[src/rtl/q_update_ctrl.sv]
// Sequencer for one double-agent Bellman update: read rows S and S', issue to the updater, write Qnew back.
// Optional QCTRL_PERF_CNT_EN adds perf_upd_cnt / perf_busy_cnt counters and their ports.
module q_update_ctrl #(
    parameter int ST_W    = 4,
    parameter int UPD_LAT = 5
) (
    input  logic            clk,
    input  logic            rst,
    input  logic            req_valid,
    output logic            req_ready,
    input  logic [ST_W-1:0] req_s,
    input  logic [ST_W-1:0] req_sn,
    input  logic [1:0]      req_a_A,
    input  logic [1:0]      req_a_B,
    input  logic [31:0]     req_r,
    input  logic [2:0]      req_alpha,
    input  logic [2:0]      req_gamma,
    output logic [ST_W-1:0] qt_raddr,
    input  logic [127:0]    qt_rdata_A,
    input  logic [127:0]    qt_rdata_B,
    output logic            qt_we,
    output logic [ST_W-1:0] qt_waddr,
    output logic [1:0]      qt_wact_A,
    output logic [1:0]      qt_wact_B,
    output logic [31:0]     qt_wdata_A,
    output logic [31:0]     qt_wdata_B,
    output logic [31:0]     upd_q0_A,
    output logic [31:0]     upd_q1_A,
    output logic [31:0]     upd_q2_A,
    output logic [31:0]     upd_q3_A,
    output logic [31:0]     upd_q0_B,
    output logic [31:0]     upd_q1_B,
    output logic [31:0]     upd_q2_B,
    output logic [31:0]     upd_q3_B,
    output logic [1:0]      upd_a_A,
    output logic [1:0]      upd_a_B,
    output logic [1:0]      upd_amax_A,
    output logic [1:0]      upd_amax_B,
    output logic [31:0]     upd_r,
    output logic [2:0]      upd_alpha,
    output logic [2:0]      upd_gamma,
    input  logic [31:0]     upd_qnew_A,
    input  logic [31:0]     upd_qnew_B,
    output logic            done,
    output logic [1:0]      amax_A,
    output logic [1:0]      amax_B,
    output logic [2:0]      dbg_state
`ifdef QCTRL_PERF_CNT_EN
    ,
    output logic [31:0]     perf_upd_cnt,
    output logic [31:0]     perf_busy_cnt
`endif
);
    // Handshake: a request is taken on a rising edge where req_valid && req_ready;
    // req_ready is high only in IDLE, so inputs presented while busy are simply not taken.
    localparam logic [2:0] S_IDLE  = 3'd0;
    localparam logic [2:0] S_RD_S  = 3'd1;
    localparam logic [2:0] S_RD_SN = 3'd2;
    localparam logic [2:0] S_ISSUE = 3'd3;
    localparam logic [2:0] S_WAIT  = 3'd4;
    localparam logic [2:0] S_WB    = 3'd5;

    localparam int CNT_W = (UPD_LAT > 2) ? $clog2(UPD_LAT - 1) : 1;

    logic [2:0]       r_state;
    logic [CNT_W-1:0] r_cnt;
    logic [ST_W-1:0]  r_s;
    logic [ST_W-1:0]  r_sn;
    logic [ST_W-1:0]  r_raddr;
    logic [1:0]       r_a_A;
    logic [1:0]       r_a_B;
    logic [31:0]      r_r;
    logic [2:0]       r_alpha;
    logic [2:0]       r_gamma;
    logic [1:0]       r_amax_A;
    logic [1:0]       r_amax_B;
    logic [1:0]       w_amax_A;
    logic [1:0]       w_amax_B;

    // Signed argmax; the strict '>' keeps the lowest index on ties.
    function automatic logic [1:0] argmax(input logic [127:0] row);
        logic signed [31:0] best;
        logic [1:0]         idx;
        best = row[31:0];
        idx  = 2'd0;
        for (int i = 1; i < 4; i++) begin
            if ($signed(row[i*32 +: 32]) > best) begin
                best = row[i*32 +: 32];
                idx  = 2'(i);
            end
        end
        return idx;
    endfunction

    assign w_amax_A = argmax(qt_rdata_A);
    assign w_amax_B = argmax(qt_rdata_B);

    always_ff @(posedge clk or posedge rst) begin
        if (rst) begin
            r_state  <= S_IDLE;
            r_cnt    <= '0;
            r_s      <= '0;
            r_sn     <= '0;
            r_raddr  <= '0;
            r_a_A    <= '0;
            r_a_B    <= '0;
            r_r      <= '0;
            r_alpha  <= '0;
            r_gamma  <= '0;
            r_amax_A <= '0;
            r_amax_B <= '0;
        end else begin
            case (r_state)
                S_IDLE: begin
                    if (req_valid) begin
                        r_s     <= req_s;
                        r_sn    <= req_sn;
                        r_a_A   <= req_a_A;
                        r_a_B   <= req_a_B;
                        r_r     <= req_r;
                        r_alpha <= req_alpha;
                        r_gamma <= req_gamma;
                        r_raddr <= req_s;
                        r_state <= S_RD_S;
                    end
                end
                S_RD_S: begin
                    r_raddr <= r_sn;
                    r_state <= S_RD_SN;
                end
                S_RD_SN: r_state <= S_ISSUE;
                S_ISSUE: begin
                    r_amax_A <= w_amax_A;
                    r_amax_B <= w_amax_B;
                    r_cnt    <= CNT_W'(UPD_LAT - 2);
                    r_state  <= S_WAIT;
                end
                S_WAIT: begin
                    if (r_cnt == '0) r_state <= S_WB;
                    else             r_cnt   <= r_cnt - 1'b1;
                end
                S_WB:    r_state <= S_IDLE;
                default: r_state <= S_IDLE;
            endcase
        end
    end

    assign req_ready  = (r_state == S_IDLE);
    assign qt_raddr   = r_raddr;
    assign qt_we      = (r_state == S_WB);
    assign done       = (r_state == S_WB);
    assign qt_waddr   = r_s;
    assign qt_wact_A  = r_a_A;
    assign qt_wact_B  = r_a_B;
    assign qt_wdata_A = upd_qnew_A;
    assign qt_wdata_B = upd_qnew_B;
    assign {upd_q3_A, upd_q2_A, upd_q1_A, upd_q0_A} = qt_rdata_A;
    assign {upd_q3_B, upd_q2_B, upd_q1_B, upd_q0_B} = qt_rdata_B;
    assign upd_a_A    = r_a_A;
    assign upd_a_B    = r_a_B;
    // Amax is only known while row S' sits on rdata; afterwards the registered copy holds it.
    assign upd_amax_A = (r_state == S_ISSUE) ? w_amax_A : r_amax_A;
    assign upd_amax_B = (r_state == S_ISSUE) ? w_amax_B : r_amax_B;
    assign upd_r      = r_r;
    assign upd_alpha  = r_alpha;
    assign upd_gamma  = r_gamma;
    assign amax_A     = r_amax_A;
    assign amax_B     = r_amax_B;
    assign dbg_state  = r_state;

`ifdef QCTRL_PERF_CNT_EN
    logic [31:0] r_perf_upd;
    logic [31:0] r_perf_busy;

    always_ff @(posedge clk or posedge rst) begin
        if (rst) begin
            r_perf_upd  <= '0;
            r_perf_busy <= '0;
        end else begin
            if (r_state == S_WB)   r_perf_upd  <= r_perf_upd + 32'd1;
            if (r_state != S_IDLE) r_perf_busy <= r_perf_busy + 32'd1;
        end
    end

    assign perf_upd_cnt  = r_perf_upd;
    assign perf_busy_cnt = r_perf_busy;
`else
    // Counters absent in this build.
`endif

endmodule
[config.mk]
export PLATFORM = sky130hd
export DESIGN_NAME = q_update_ctrl
export DESIGN_NICKNAME = d
export VERILOG_FILES = /design/src/rtl/q_update_ctrl.sv
export SDC_FILE = /design/constraint.sdc
export NUM_CORES = 1
export LEC_CHECK = 0
export CORE_AREA = 8 8 288 290
export DETAILED_ROUTE_END_ITERATION = 8
export DIE_AREA = 0 0 296 298
export PLACE_DENSITY_LB_ADDON = 0.12
export SLEW_MARGIN = 10
export SYNTH_ARGS = -nofsm -noshare
export SYNTH_HDL_FRONTEND = slang
export SYNTH_SLANG_ARGS = --single-unit
[constraint.sdc]
create_clock -name clk -period 10.12 [get_ports clk]
set_input_delay 1.012 -clock clk [delete_from_list [all_inputs] [get_ports clk]]
set_output_delay 1.012 -clock clk [all_outputs]
set_load 0.005 [all_outputs]
==> metrics.cfg, run 1 <==
[placement]
dp_slack_ns=-0.327
dp.cells=2722
io_buffers=632
placed_cell_area_um2=16800
place_hpwl_um=52700
routabilityCongestion=0.802

[detailed_routing]
wl_per_cell_um=21.7
antenna_left=0
drtPass1Iterations=5
vias=10700
finalWirelength_um=59700
drc=0
via_per_inst=3.90
drtIter0Drc=441

[setup_path]
r2r-end=upd_r[10]
worstSetupPathType=in2out
crit_slowest_cell=clkdlybuf4s50_1
critPathLaunch=qt_rdata_B[39]
r2r_cells=4
critical_path_required_ns=9.11
critPathMaxFanout=64
critPathLaunchType=input port
r2r_slack_ns=7.97
end_kind=primary output
critPathMaxStageDelay_ns=0.62
worstPathArrival_ns=8.64
reg2reg_from=dbg_state[2]

[clocking]
ctsLongestPathBuffers=2
cts_tree=done
root_buffer=clkbuf_16
postCtsHoldBufs=0
cts_inserted_buffers=9
clkLatencyLatePin_ns=0.33
cts_max_level=3
clk_pin_slew_ns=0.05
clock_sinks=63

[sta]
whs_ns=0.474
drv_slew=0
worst_pin_slew_ns=0.900
relSlewSlack_pct=39.9
timing.final.crit_share_pct=95.4
fin_skew_ns=0.00847
layout_setup_ws_ns=0.466
fin_crit_ns=9.65
finalSetupViolations=0
hold_viol_final=0
fmax_ghz=0.104
rsz0062_at_grt=true

[power]
ir_drop_mv=0.0789
leakage_nw=7.42
powerDensity_nw_per_um2=135

[synthesis]
yosys_register_bits=63
synth_nets=1927
synth-async-reset-ratio_pct=100
syn_avg_cell_area_um2=8.35
synth_cell_types=56
synth_edf_count=0
seq_area_frac_synth_pct=13.9
ys.flop_type=dfrtp_1
syn_area_um2=11400
synthCells=1361
yosysWarningCount=0

[worst_hold_path]
min_from=r_sn[3]
hold_class=reg2reg
whs_path_depth=2
min_to=qt_raddr[3]

[global_routing]
grt_start_max_net_pins=65
track_usage_pct=12.8
grt_pass1_wl_um=82900
grt_pass1_vias=11500
antenna_found_initial=5
overflow=0

[floorplan]
io_pins=761
die_x_um=296
std_cell_rows=103
dieHeight_um=298
placeableCoreArea_um2=78400
die-area_um2=88200
start_util_pct=14.5

[finish]
drive_gt1_share_pct=9.73
fin_nets=2256
fin_area_um2=17300
finalNonFillerCells=2749
syn_to_final_growth_pct=51.8

[outcome]
outcome=finished clean

[job]
maxCapViolCount=0

-- cell families (layout without fill, tap and decap cells) --
family | after synthesis | in the layout | synth area share, %
and+or+nand+nor | 243 | 243 | 11.2
adders and majority gates | 193 | 193 | 21.2
AOI/OAI and AO/OA | 265 | 266 | 15.5
buffers and inverters | 475 | 808 | 26.6
muxes | 121 | 121 | 11.6
other | 0 | 4 | 0
xor gates and xnor gates | 1 | 1 | 0.0770
DFF | 63 | 63 | 13.9
-- registers in the layout (all words and copies together), names as in the netlist, 3 cells and up --
register and count:
upd_alpha 3, dbg_state 3, upd_r 32, qt_waddr 4, upd_gamma 3, r_sn 4, qt_raddr 4
-- how the worst max path moves through the flow --
stage | endpoint | slack, ns
2_1_floorplan | upd_amax_B[0] | 2.52
3_3_place_gp | upd_amax_A[0] | -0.37
3_5_place_dp | upd_amax_A[0] | -0.33
4_1_cts | upd_amax_A[0] | 0.02
5_1_grt | upd_amax_B[1] | 0.0005
6_report | upd_amax_B[0] | 0.47
-- power breakdown --
group / switching [W] / internal [W]
clock: 0.000117 / 0.000221
sequential: 0.0000814 / 0.000379
combinational: 0.000687 / 0.000837
-- worst max-delay path: cells and delay by family --
kind                       cells  cell delay, ns
and+or+nand+nor                4            1.00
adders and majority gates      3            0.96
buffers and inverters          4            1.70
AOI/OAI and AO/OA             17            3.92
-- synthesized netlist by cell type, drive strengths merged, types with 31 or more instances --
cell type | number | area, um^2
inv | 111 | 417
mux2 | 84 | 946
a21o | 46 | 345
ha | 193 | 2410
buf | 345 | 2540
a21oi | 83 | 419
dfrtp | 63 | 1580
mux2i | 37 | 370
o22ai | 31 | 194
nand2 | 50 | 188
o221ai | 33 | 289
nor2 | 48 | 180
nand2b | 36 | 225
nand4 | 42 | 263
-- area by class of cell --
class,count,area (um^2)
fill,8662,61100
multi-input combinational,824,6870
timing repair buffer,681,6760
sequential,63,1580
tap,1050,1310
inverter,111,417
clock buffer,10,239
clock inverter,6,83.8
antenna,4,10.0
-- repair_timing --
item / 4_1_cts / 5_1_grt
hold endpoints to repair: 0 / 0
endpoints found under the setup margin: 4 / 4
pin swaps: 1 / 6
cloned: 1 / 0
gates resized for setup: 5 / 8
buffers inserted: 0 / 6
-- routing by layer --
layer  GRT usage, %  routed length, um
met1           14.5              23900
met2           23.9              31100
met3           2.95               3750
met4           2.80                960
met5              0                 20
-- stage by stage --
stage | setup TNS [ns] | total power [W] | utilization (%)
final | 0 | 0.00232 | 22.0
after global routing | 0 | 0.00252 | 22.0
after CTS | 0 | 0.00237 | 21.9
after detailed placement | -1.30 | 0.00201 | 21.5
after global placement | -1.24 | 0.00200 | 21.5
after floorplan | 0 | 0.00124 | -
-- cells in the final DEF (no fill, tap or decap), drive strengths merged, types with 4 or more instances in the layout --
master           n
clkdlybuf4s50  632
ha             193
inv            111
mux2            84
a21oi           83
dfrtp           63
nand2           50
buf             49
nor2            48
a21o            46
nand4           42
mux2i           37
nand2b          36
o221ai          33
o22ai           31
o21ai           27
nand3           22
nor4            10
clkbuf          10
o211ai           9
nor3             9
nor2b            7
diode            4
or4              4
clkinv           4
a2111oi          4
Power figures use the tool's default switching activity.
==> inputs of run 2 (changes only) <==
--- a/config.mk
+++ b/config.mk
@@ -5,9 +5,10 @@
 export SDC_FILE = /design/constraint.sdc
 export NUM_CORES = 1
 export LEC_CHECK = 0
-export CORE_AREA = 8 8 288 290
+export ABC_AREA = 1
+export CORE_AREA = 8 8 293 295
 export DETAILED_ROUTE_END_ITERATION = 8
-export DIE_AREA = 0 0 296 298
+export DIE_AREA = 0 0 301 303
 export PLACE_DENSITY_LB_ADDON = 0.12
 export SLEW_MARGIN = 10
 export SYNTH_ARGS = -nofsm -noshare
==> run 2 against run 1 <==
  * Setup slack improved by 0.44 ns
  * Maximum frequency rose by 4.7%
  * Critical path depth rose by 12
  * Non-clock buffer count fell by 27
  * Wire length barely moved
  * Critical path type unchanged
  * Critical endpoint is now upd_amax_A[1]
  * Largest cell class unchanged
  * Largest power group unchanged
==> metrics.cfg, run 2 <==
[outcome]
outcome=finished clean

[power]
power_frac_comb_pct=68.4  ; +2.8 points
power_switching_w=0.00100  ; +13%
swShare_pct=43.3  ; +5.1 points
p_int_w=0.00132  ; -8.3%
ir_drop_mv=0.145  ; +83%
pwr-share-seq_pct=18.9  ; -0.9 points
leakage_nw=7.92  ; +6.8%
p_clk_share_pct=12.7  ; -1.9 points
powerDensity_nw_per_um2=135  ; +0.38%

[synthesis]
synth.top_cell.area_share_pct=20.8  ; -0.84 points
synthCells=1743  ; +28%
synth_cell_types=36  ; -36%
synth-async-reset-ratio_pct=100  ; unchanged
yosysWarningCount=0  ; unchanged
synth_edf_count=0  ; unchanged
syn_avg_cell_area_um2=6.73  ; -20%
synth_nets=2309  ; +20%
syn_area_um2=11700  ; +3.1%
synthTopCellsByArea=buf_4 21%, ha_1 21%, nand2_1 17%
ys.flop_type=dfrtp_1
yosys_register_bits=63  ; unchanged
synth_commonest_cells=520 x nand2_1, 325 x buf_4, 193 x ha_1
synth.largest_area_cell=buf_4
seq_area_frac_synth_pct=13.4  ; -0.42 points
yosysMostFrequentCell=nand2_1

[finish]
largest_register_ffs=32  ; unchanged
seq_area_um2=1580  ; unchanged
drive_gt1_share_pct=3.37  ; -6.4 points
fin_nets=2607  ; +16%
multi_input_area_um2=7030  ; +2.4%
n_fill_cell=9091  ; +5.0%
mostFrequentLayoutCells=632 x clkdlybuf4s50_1, 519 x nand2_1, 193 x ha_1
final_common_cell=clkdlybuf4s50_1
syn_to_final_growth_pct=46.6

[floorplan]
placeableCoreArea_um2=81200  ; +3.6%
die-area_um2=91200  ; +3.4%
std_cell_rows=105  ; +1.9%
dieHeight_um=303  ; +1.7%
start_util_pct=14.4  ; -0.074 points
die_x_um=301  ; +1.7%
io_pins=761  ; unchanged

[clocking]
clk_pin_slew_ns=0.05  ; about the same
cts_tree=done
cts_max_level=3  ; unchanged
cts_setup_buffers=0  ; unchanged
ctsLongestPathBuffers=2  ; unchanged
clkLatencyLatePin_ns=0.33  ; about the same
clock_sinks=63  ; unchanged
root_buffer=clkbuf_16
cts_inserted_buffers=9  ; unchanged

[detailed_routing]
antenna_left=0  ; unchanged
via_per_inst=3.76  ; -3.6%
drtIter0Drc=490  ; +11%
vias=11700  ; +9.3%
drc=0  ; unchanged
finalWirelength_um=59600  ; about the same
wl_per_cell_um=19.1  ; -12%
drtPass1Iterations=5  ; unchanged

[sta]
whs_ns=0.474  ; +0.000256 ns
relSlewSlack_pct=37.7  ; -2.2 points
timing.final.crit_share_pct=91.1  ; -4.3 points
hold_viol_final=0  ; unchanged
rsz0062_at_grt=false
fin_skew_ns=0.00575  ; -0.00272 ns
finalSetupViolations=0  ; unchanged
worst_pin_slew_ns=0.933  ; +0.0333 ns
fin_crit_ns=9.22  ; -0.436 ns
fin_setup_tns_ns=0  ; unchanged
fmax_ghz=0.108  ; +4.7%
drv_slew=0  ; unchanged

[setup_path]
critPathMaxStageDelay_ns=0.62  ; about the same
crit_top_cell=nand2_1
critical_path_required_ns=9.11  ; about the same
critPathMaxFanout=24  ; -63%
worstPathArrival_ns=8.21  ; -0.43 ns
crit_slowest_cell=clkdlybuf4s50_1
r2r-end=qt_raddr[3]
reg2reg_from=dbg_state[1]
r2r_cells=7  ; +3
critPathLaunchType=input port
r2r_slack_ns=8.04  ; +0.07 ns
end_kind=primary output
worstSetupPathType=in2out

[worst_hold_path]
whs_path_depth=2  ; unchanged
hold_class=reg2reg
min_to=upd_r[2]
min_from=upd_r[2]

[placement]
routabilityCongestion=0.797  ; -0.62%
io_buffers=632  ; unchanged
place_hpwl_um=53000  ; +0.70%

[global_routing]
antenna_found_initial=7  ; +2
track_usage_pct=12.2  ; -0.55 points
grt_start_max_net_pins=55  ; -15%
overflow=0  ; unchanged
grt_pass1_vias=12400  ; +8.3%
grt_pass1_wl_um=83700  ; +0.91%

[job]
maxCapViolCount=0  ; unchanged

[run 2: cell types whose count changed in the layout (fill, tap and decap cells not counted), sizes merged, moves of 37 or more]
cell / delta
or2: +61
nand2: +473
a21o: -44
nand3: +56
and2: +61
mux2i: -37
mux2: -84
[run 2: logic make-up (layout without fill, tap and decap cells)]
| logic type | count (synthesis) | after routing | share of synthesized area, % |
|---|---|---|---|
| buffers and inverters | 488 | 791 | 26.7 |
| adders and majority gates | 193 | 193 | 20.6 |
| other | 0 | 3 | 0 |
| and+or+nand+nor | 856 | 856 | 32.8 |
| DFF | 63 | 63 | 13.4 |
| AOI/OAI and AO/OA | 143 | 143 | 6.53 |
[run 2: repair_timing]
item / in CTS / in global routing
setup endpoints to repair: 0 / 1
resized for setup: 0 / 1
hold buffers: 0 / 0
[run 2: power groups by stage]
stage	logic [W]	registers [W]	clock network [W]
after floorplan	0.000885	0.000444	0
after global placement	0.00163	0.000440	0
after detailed placement	0.00163	0.000443	0
after CTS	0.00164	0.000441	0.000307
after global routing	0.00181	0.000456	0.000316
final	0.00159	0.000439	0.000294
[run 2: critical path: cells and delay by family]
| kind | cells | cell delay [ns] |
|---|---|---|
| compound gates | 3 | 0.70 |
| fa+ha+maj | 3 | 0.96 |
| buf+inv | 5 | 1.91 |
| simple gates | 29 | 3.56 |
[run 2: layout make-up]
class | count | share of cell area, %
Inverter | 121 | 2.64
Clock buffer | 13 | 1.51
Timing Repair Buffer | 654 | 37.8
Tap cell | 1070 | 7.79
Clock inverter | 3 | 0.102
Antenna cell | 3 | 0.0437
Multi-Input combinational cell | 1192 | 40.9
Sequential cell | 63 | 9.17
[run 2: routing by layer]
layer | wire (um) | share of wire [%] | vias to the layer above | track usage (%)
met1 | 24800 | 42 | 5319 | 14.4
li1 | - | - | 5941 | -
met4 | 957 | 1.6 | 0 | 2.33
met2 | 30700 | 51 | 413 | 22.9
met5 | 0 | 0 | - | 0
met3 | 3260 | 5.5 | 46 | 2.24
[run 2: worst max path at each step]
stage / from / endpoint
floorplan: qt_rdata_A[31] / upd_amax_A[0]
global placement: qt_rdata_A[31] / upd_amax_A[0]
detailed placement: qt_rdata_A[4] / upd_amax_A[0]
CTS: qt_rdata_A[4] / upd_amax_A[0]
global route: qt_rdata_A[31] / upd_amax_A[0]
finish: qt_rdata_A[31] / upd_amax_A[1]
[run 2: stage by stage]
stage	area, um^2	power, W	worst slack [ns]	utilization [%]	cells
floorplan	11700	0.00133	3.82	-	1743
global placement	16900	0.00207	0.498	20.8	3100
detailed placement	16900	0.00208	0.442	20.8	3100
CTS	17200	0.00239	0.415	21.2	3116
global route	17200	0.00258	0.0239	21.2	3118
finish	17200	0.00232	0.902	21.2	3119
